<file path="config.mk">
export PLATFORM = sky130hd
export DESIGN_NAME = freq_divider_ctrl
export DESIGN_NICKNAME = d
export VERILOG_FILES = /design/src/rtl/freq_divider_ctrl.sv
export SDC_FILE = /design/constraint.sdc
export NUM_CORES = 1
export LEC_CHECK = 0
export CAP_MARGIN = 0
export CORE_MARGIN = 1
export CORE_UTILIZATION = 42
export DETAILED_ROUTE_END_ITERATION = 12
export PLACE_DENSITY_LB_ADDON = 0.25
export SYNTH_ARGS = -nofsm -noshare
export SYNTH_HDL_FRONTEND = slang
export SYNTH_SLANG_ARGS = --single-unit
</file>
<file path="constraint.sdc">
create_clock -name clock_in -period 2 [get_ports clock_in]
set_input_delay 0.4 -clock clock_in [delete_from_list [all_inputs] [get_ports clock_in]]
set_output_delay 0.4 -clock clock_in [all_outputs]
set_load 0.03 [all_outputs]
</file>
<file path="src/rtl/freq_divider_ctrl.sv">
// Run-time controller for the counter-based clock divider.
// Owns the divide counter and divisor; reconfigures only on period boundaries.
module freq_divider_ctrl #(
   parameter int WIDTH       = 10,
   parameter int DEFAULT_DIV = 2
) (
   input  logic             clock_in,
   input  logic             reset_n,
   input  logic             enable,
   input  logic             cfg_valid,
   input  logic [WIDTH-1:0] cfg_divisor,
   output logic             cfg_ready,
   output logic             cfg_error,
   output logic             clock_out,
   output logic             tick,
   output logic             active,
   output logic [WIDTH-1:0] cur_divisor
);

   typedef enum logic [1:0] {
      IDLE = 2'd0,
      RUN  = 2'd1,
      STOP = 2'd2
   } state_t;

   state_t           state_q, state_d;
   logic [WIDTH-1:0] cnt_q, cnt_d;
   logic [WIDTH-1:0] cur_div_q, cur_div_d;
   logic [WIDTH-1:0] next_div_q, next_div_d;
   logic             pending_q, pending_d;
   logic             clk_out_q, clk_out_d;
   logic             tick_q, tick_d;
   logic             err_q, err_d;

   logic act_s;
   logic wrap_s;
   logic xfer_s;
   logic legal_s;

   assign act_s   = (state_q != IDLE);
   assign wrap_s  = act_s && (cnt_q == cur_div_q - WIDTH'(1));
   assign xfer_s  = cfg_valid && !pending_q;
   assign legal_s = (cfg_divisor >= WIDTH'(2));

   always_ff @(posedge clock_in) begin
      if (!reset_n) begin
         state_q    <= IDLE;
         cnt_q      <= '0;
         cur_div_q  <= WIDTH'(DEFAULT_DIV);
         next_div_q <= WIDTH'(DEFAULT_DIV);
         pending_q  <= 1'b0;
         clk_out_q  <= 1'b0;
         tick_q     <= 1'b0;
         err_q      <= 1'b0;
      end else begin
         state_q    <= state_d;
         cnt_q      <= cnt_d;
         cur_div_q  <= cur_div_d;
         next_div_q <= next_div_d;
         pending_q  <= pending_d;
         clk_out_q  <= clk_out_d;
         tick_q     <= tick_d;
         err_q      <= err_d;
      end
   end

   // Disabling on the wrap edge ends the run there: no extra period.
   always_comb begin
      state_d = state_q;
      unique case (state_q)
         IDLE: if (enable) state_d = RUN;
         RUN: begin
            if (!enable) state_d = wrap_s ? IDLE : STOP;
         end
         STOP: begin
            if (enable)      state_d = RUN;
            else if (wrap_s) state_d = IDLE;
         end
         default: state_d = IDLE;
      endcase
   end

   always_comb begin
      cnt_d      = (!act_s || wrap_s) ? '0 : cnt_q + WIDTH'(1);
      cur_div_d  = cur_div_q;
      next_div_d = next_div_q;
      pending_d  = pending_q;
      // A divisor left pending by a stop is applied once idle.
      if (pending_q && (wrap_s || !act_s)) begin
         cur_div_d = next_div_q;
         pending_d = 1'b0;
      end
      if (xfer_s && legal_s) begin
         if (!act_s) begin
            cur_div_d = cfg_divisor;
         end else begin
            next_div_d = cfg_divisor;
            pending_d  = 1'b1;
         end
      end
      err_d     = xfer_s && !legal_s;
      clk_out_d = act_s && (cnt_q < (cur_div_q >> 1));
      tick_d    = act_s && (cnt_q == '0);
   end

   always_comb begin
      active      = act_s;
      cfg_ready   = !pending_q;
      cfg_error   = err_q;
      clock_out   = clk_out_q;
      tick        = tick_q;
      cur_divisor = cur_div_q;
   end

endmodule

</file>
==> impl_metrics.tcl, run 1 <==
set metrics [dict create \
    die_w_um 70.3 \
    syn_avg_cell_area_um2 8.83 \
    fin_ws_ps -154 \
    htreeDepth 2 \
    synth_cells 222 \
    hp-class "reg2reg" \
    worstSetupStartpointType "register" \
    syn_to_final_growth_pct 42.2 \
    drive_gt1_share_pct 23.3 \
    cts.clk_slew.worst_paths_ps 80 \
    root_buffer "clkbuf_8" \
    crit_type "reg2reg" \
    drt_wl_total_um 4640 \
    max-clock-path-buffers 2 \
    setup_violations 22 \
    status "complete, but fails checks" \
    fp.dieArea_um2 4950 \
    most-common-layout-cells "39 x buf_4, 33 x dfxtp_1, 28 x clkdlybuf4s50_1, 19 x mux2i_1" \
    rsz0062_at_grt "true" \
    synthesis.nets 247 \
    worstPathRequired_ps 2190 \
    power.density_nw_per_um2 660 \
    drtIter0Drc 82 \
    num_vias 1781 \
    seq_area_um2 727 \
    grt_start_max_net_pins 12 \
    nFillCells 374 \
    grt_pass1_vias 1749 \
    synth.distinct_cells 40 \
    grt_pass1_wl_um 7670 \
    multi_input_area_um2 1220 \
    seq_area_frac_synth_pct 36.8 \
    cts_tree "built" \
    worstMarginPinSlew_ps 326 \
    critical-path-slowest-cell "or4_4" \
    gp_congestion 0.749 \
    io_pins 29 \
    cp.arrival_ps 2340 \
    cpPeakStageDelay_ps 550 \
    slew_headroom_pct 78.2 \
    synth_edf_count 0 \
    postRouteAntennaNets 0 \
    final_nets 316 \
    hold_violations 0 \
    track_usage_pct 19.4 \
    vdd_drop_max_v 0.000418 \
    syn-cell-area_um2 1960 \
    synth_ff_type "dfxtp_1" \
    async_flop_share_pct 0 \
    port_buffers 28 \
    core_um2 4410 \
    start_util_pct 44.4 \
    clock_latency_ps 290 \
    drc 0 \
    avgViaCountPerCell 5.18 \
    rows 24 \
    dpl.hpwl_um 3440 \
    fmax_ghz 0.464 \
    drv_cap 0 \
    antenna_found_initial 0 \
    path_cells "or4_4, o21a_1, or3_4, nand2_1, a41oi_2, buf_6, mux2i_1, o21ai_1" \
    finalCriticalPeriod_ps 2150 \
    ys_seq_elements 36 \
    clock-sinks 36 \
    fin_setup_tns_ps -2420 \
    finalCritPeriodShare_pct 108 \
    final_max_slew_viol_count 0 \
    grt_overflow 0 \
    wl_per_cell_um 13.5 \
    dr.pass1.iters 4 \
    finalPower_mw 1.84 \
    final_common_cell "buf_4" \
    failed_checks "negative setup slack" \
    fin_worst_skew_ps 5.14 \
    yosysWarnings 0 \
    p_leak_nw 1.20 \
    cp_max_fo 6 \
    crit_path_end_kind "register" \
    numCtsBuffers 5 \
    num_antenna_cells 0 \
    fp.dieH_um 70.3 \
]
## timing repair
item | 4_1_cts | 5_1_grt
buffers inserted | 1 | 2
pin swaps | 4 | 6
setup endpoints to repair | 22 | 23
resized for setup | 4 | 13
hold buffers | 0 | 0
## critical path: cells and delay by family, from the launching register on
family	cells	cell delay [ps]
buf+inv	1	180
flops	1	340
mux	1	160
simple gates	3	960
compound gates	3	410
## state kept, by name (all words and copies together), names as in the netlist
register     cells
cnt_q           10
cur_divisor     10
next_div_q      10
state_q          2
cfg_error        1
clock_out        1
pending_q        1
tick             1
## power breakdown
group          switching [mW]  internal [mW]
logic                   0.208          0.219
registers              0.0219          0.747
clock network           0.275          0.370
total                   0.505           1.34
## cell usage after synthesis (all sizes together) (5+ instances only)
library cell / instances / area (µm²)
nand2: 19 / 73.8
and3: 5 / 31.3
clkbuf: 5 / 18.8
o21ai: 11 / 55.1
nand3: 11 / 55.1
ha: 11 / 138
nor2: 18 / 67.6
mux2i: 19 / 190
inv: 14 / 52.6
nor3: 5 / 36.3
dfxtp: 36 / 721
nor2b: 11 / 68.8
xor2: 10 / 87.6
xnor2: 11 / 96.3
## kinds of logic after synthesis
family / after synthesis / synth area share, %
simple gates: 83 / 22.1
flops: 36 / 36.8
fa+ha+maj: 11 / 7.02
mux: 19 / 9.70
xor+xnor: 21 / 9.38
buf+inv: 22 / 4.59
compound gates: 30 / 10.5
## final cells by class
cell class,instances,area share (%)
multi-input cells,164,43.8
flip-flops and latches,36,26.1
repair buffers,70,22.1
clock buffers,6,2.60
well taps,52,2.33
inverters,14,1.88
clock inverters,2,1.26
## final timing paths
kind                                startpoint              to  slack [ps]  cells past startpoint
worst min-delay path                state_q[0]      state_q[0]         460                      1
worst max register to register  cur_divisor[0]  cur_divisor[6]        -150                      8
worst min register to register      state_q[0]      state_q[0]         460                      1
worst max-delay path            cur_divisor[0]  cur_divisor[6]        -150                      8
## routing by layer
| metal | up-vias | GRT usage, % | wire length [µm] |
|---|---|---|---|
| met5 | - | 0 | 0 |
| met2 | 39 | 32.2 | 2220 |
| met4 | 0 | 6.44 | 64 |
| met3 | 9 | 4.91 | 189 |
| met1 | 826 | 24.4 | 2170 |
| li1 | 907 | - | - |
## per-stage QoR
| stage | area (µm²) | cells | setup WS (ps) | hold slack [ps] | utilization, % |
|---|---|---|---|---|---|
| after floorplan | 1980 | 222 | -145 | 426 | - |
| after detailed placement | 2590 | 333 | -171 | 449 | 58.7 |
| after global placement | 2590 | 333 | -147 | 447 | 58.7 |
| after global routing | 2790 | 344 | -280 | 503 | 63.2 |
| final | 2790 | 344 | -154 | 457 | 63.2 |
| after CTS | 2720 | 342 | -159 | 459 | 61.6 |
No activity file was read; power rests on OpenSTA's default activity.
==> run 2: changes to the inputs <==
--- a/config.mk
+++ b/config.mk
@@ -9,7 +9,10 @@
 export CORE_MARGIN = 1
 export CORE_UTILIZATION = 42
 export DETAILED_ROUTE_END_ITERATION = 12
+export GPL_ROUTABILITY_DRIVEN = 0
 export PLACE_DENSITY_LB_ADDON = 0.25
+export SETUP_SLACK_MARGIN = 0.15
+export SKIP_CTS_REPAIR_TIMING = 1
 export SYNTH_ARGS = -nofsm -noshare
 export SYNTH_HDL_FRONTEND = slang
 export SYNTH_SLANG_ARGS = --single-unit
==> impl_metrics.tcl, run 2 (synthesized netlist as in run 1, its figures left out) <==
set metrics [dict create \
    numCtsBuffers 5 \
    power.density_nw_per_um2 612 \
    switching_power_mw 0.512 \
    drv_cap 0 \
    die_w_um 70.3 \
    hp-class "reg2reg" \
    finalPower_mw 1.76 \
    fmax_ghz 0.445 \
    crit_path_end_kind "register" \
    critical-path-slowest-cell "or4_4" \
    pwr-share-clk_pct 31.3 \
    num_antenna_cells 0 \
    slew_headroom_pct 68.6 \
    clock-sinks 36 \
    final_max_slew_viol_count 0 \
    cp_max_fo 5 \
    htreeDepth 2 \
    status "complete, but fails checks" \
    drive_gt1_share_pct 25.7 \
    worstSetupStartpointType "register" \
    num_vias 1774 \
    syn_to_final_growth_pct 47.0 \
    rsz0062_at_grt "true" \
    p_leak_nw 1.37 \
    nFillCells 367 \
    grt_pass1_vias 1846 \
    worstPathRequired_ps 2180 \
    failed_checks "negative setup slack" \
    setup_violations 22 \
    root_buffer "clkbuf_8" \
    final_common_cell "buf_4" \
    grt_pass1_wl_um 8200 \
    worstMarginPinSlew_ps 466 \
    avgViaCountPerCell 5.16 \
    max-clock-path-buffers 2 \
    p_comb_share_pct 25.1 \
    cts_tree "built" \
    fp.dieArea_um2 4950 \
    fp.dieH_um 70.3 \
    io_pins 29 \
    grt_start_max_net_pins 12 \
    pre_cts_slack_ps -279 \
    placed_area_um2 2620 \
    finalCritPeriodShare_pct 112 \
    seqPwrFrac_pct 43.6 \
    start_util_pct 44.4 \
    finalCriticalPeriod_ps 2250 \
    cp_top_family "simple AND/OR/NAND/NOR gates" \
    rows 24 \
    cp.arrival_ps 2430 \
    drc 0 \
    drtIter0Drc 57 \
    track_usage_pct 20.8 \
    drt_wl_total_um 4930 \
    clock_latency_ps 290 \
    port_buffers 28 \
    antenna_found_initial 0 \
    vdd_drop_max_v 0.000412 \
    critPathBufInv 1 \
    place_inst 334 \
    finalNonFillerCells 344 \
    crit_type "reg2reg" \
    core_um2 4410 \
    dr.pass1.iters 5 \
    cpPeakStageDelay_ps 580 \
    fin_worst_skew_ps 5.11 \
    final_cell_area_um2 2880 \
    hold_violations 0 \
    dpl.hpwl_um 3650 \
    wl_per_cell_um 14.3 \
    p_int_mw 1.25 \
    cts.clk_slew.worst_paths_ps 80 \
    postRouteAntennaNets 0 \
    most-common-layout-cells "37 x buf_4, 33 x dfxtp_1, 19 x mux2i_1, 18 x nor2_1, 17 x nand2_1" \
    grt_overflow 0 \
    path_cells "or4_4, o21a_1, or3_4, nand2_2, a41oi_4, clkbuf_16, mux2i_1, o21ai_1" \
    fin_ws_ps -250 \
    final_nets 316 \
    p_sw_share_pct 29.1 \
]
==> run 2: power groups by stage <==
stage	Sequential [mW]	Combinational (mW)	Clock, mW
finish	0.768	0.443	0.552
CTS	0.768	0.404	0.566
floorplan	0.824	0.179	0
global route	0.772	0.479	0.593
global placement	0.784	0.394	0
detailed placement	0.785	0.400	0
==> run 2: cell type report <==
| class | instances | area, µm² | share of cell area (%) |
|---|---|---|---|
| Inverter | 14 | 55.1 | 1.91 |
| Clock inverter | 1 | 7.51 | 0.260 |
| Clock buffer | 7 | 86.3 | 2.99 |
| Timing Repair Buffer | 70 | 687 | 23.8 |
| Sequential cell | 36 | 727 | 25.2 |
| Multi-Input combinational cell | 164 | 1250 | 43.5 |
| Tap cell | 52 | 65.1 | 2.26 |
==> run 2: final timing paths <==
| check | start | to | slack (ps) | cells after the start |
|---|---|---|---|---|
| hold / removal | state_q[0] | state_q[1] | 450 | 1 |
| setup reg to reg | cur_divisor[2] | cur_divisor[8] | -250 | 8 |
| hold reg to reg | state_q[0] | state_q[1] | 450 | 1 |
| setup / recovery | cur_divisor[2] | cur_divisor[8] | -250 | 8 |
==> run 2: worst register-to-register path, stage by stage (launching register included) <==
cell,delay (ps)
dfxtp_2,320
or4_4,580
o21a_1,220
or3_4,350
nand2_2,100
a41oi_4,150
clkbuf_16,200
mux2i_1,140
o21ai_1,80
==> run 2: routing by layer <==
layer	GRT usage, %	part of all wire, %	vias to the layer above
met5	0	0	-
met3	5.05	3.0	4
met2	36.1	51	28
li1	-	-	900
met4	5.33	0.63	0
met1	25.5	46	842
==> run 2: through the flow <==
step	hold slack [ps]	TNS [ps]	util, %
3_5_place_dp	446	-6020	59.4
5_1_grt	485	-5950	65.3
2_1_floorplan	426	-1760	-
4_1_cts	459	-4950	61.5
3_3_place_gp	439	-4140	59.4
6_report	454	-4310	65.3
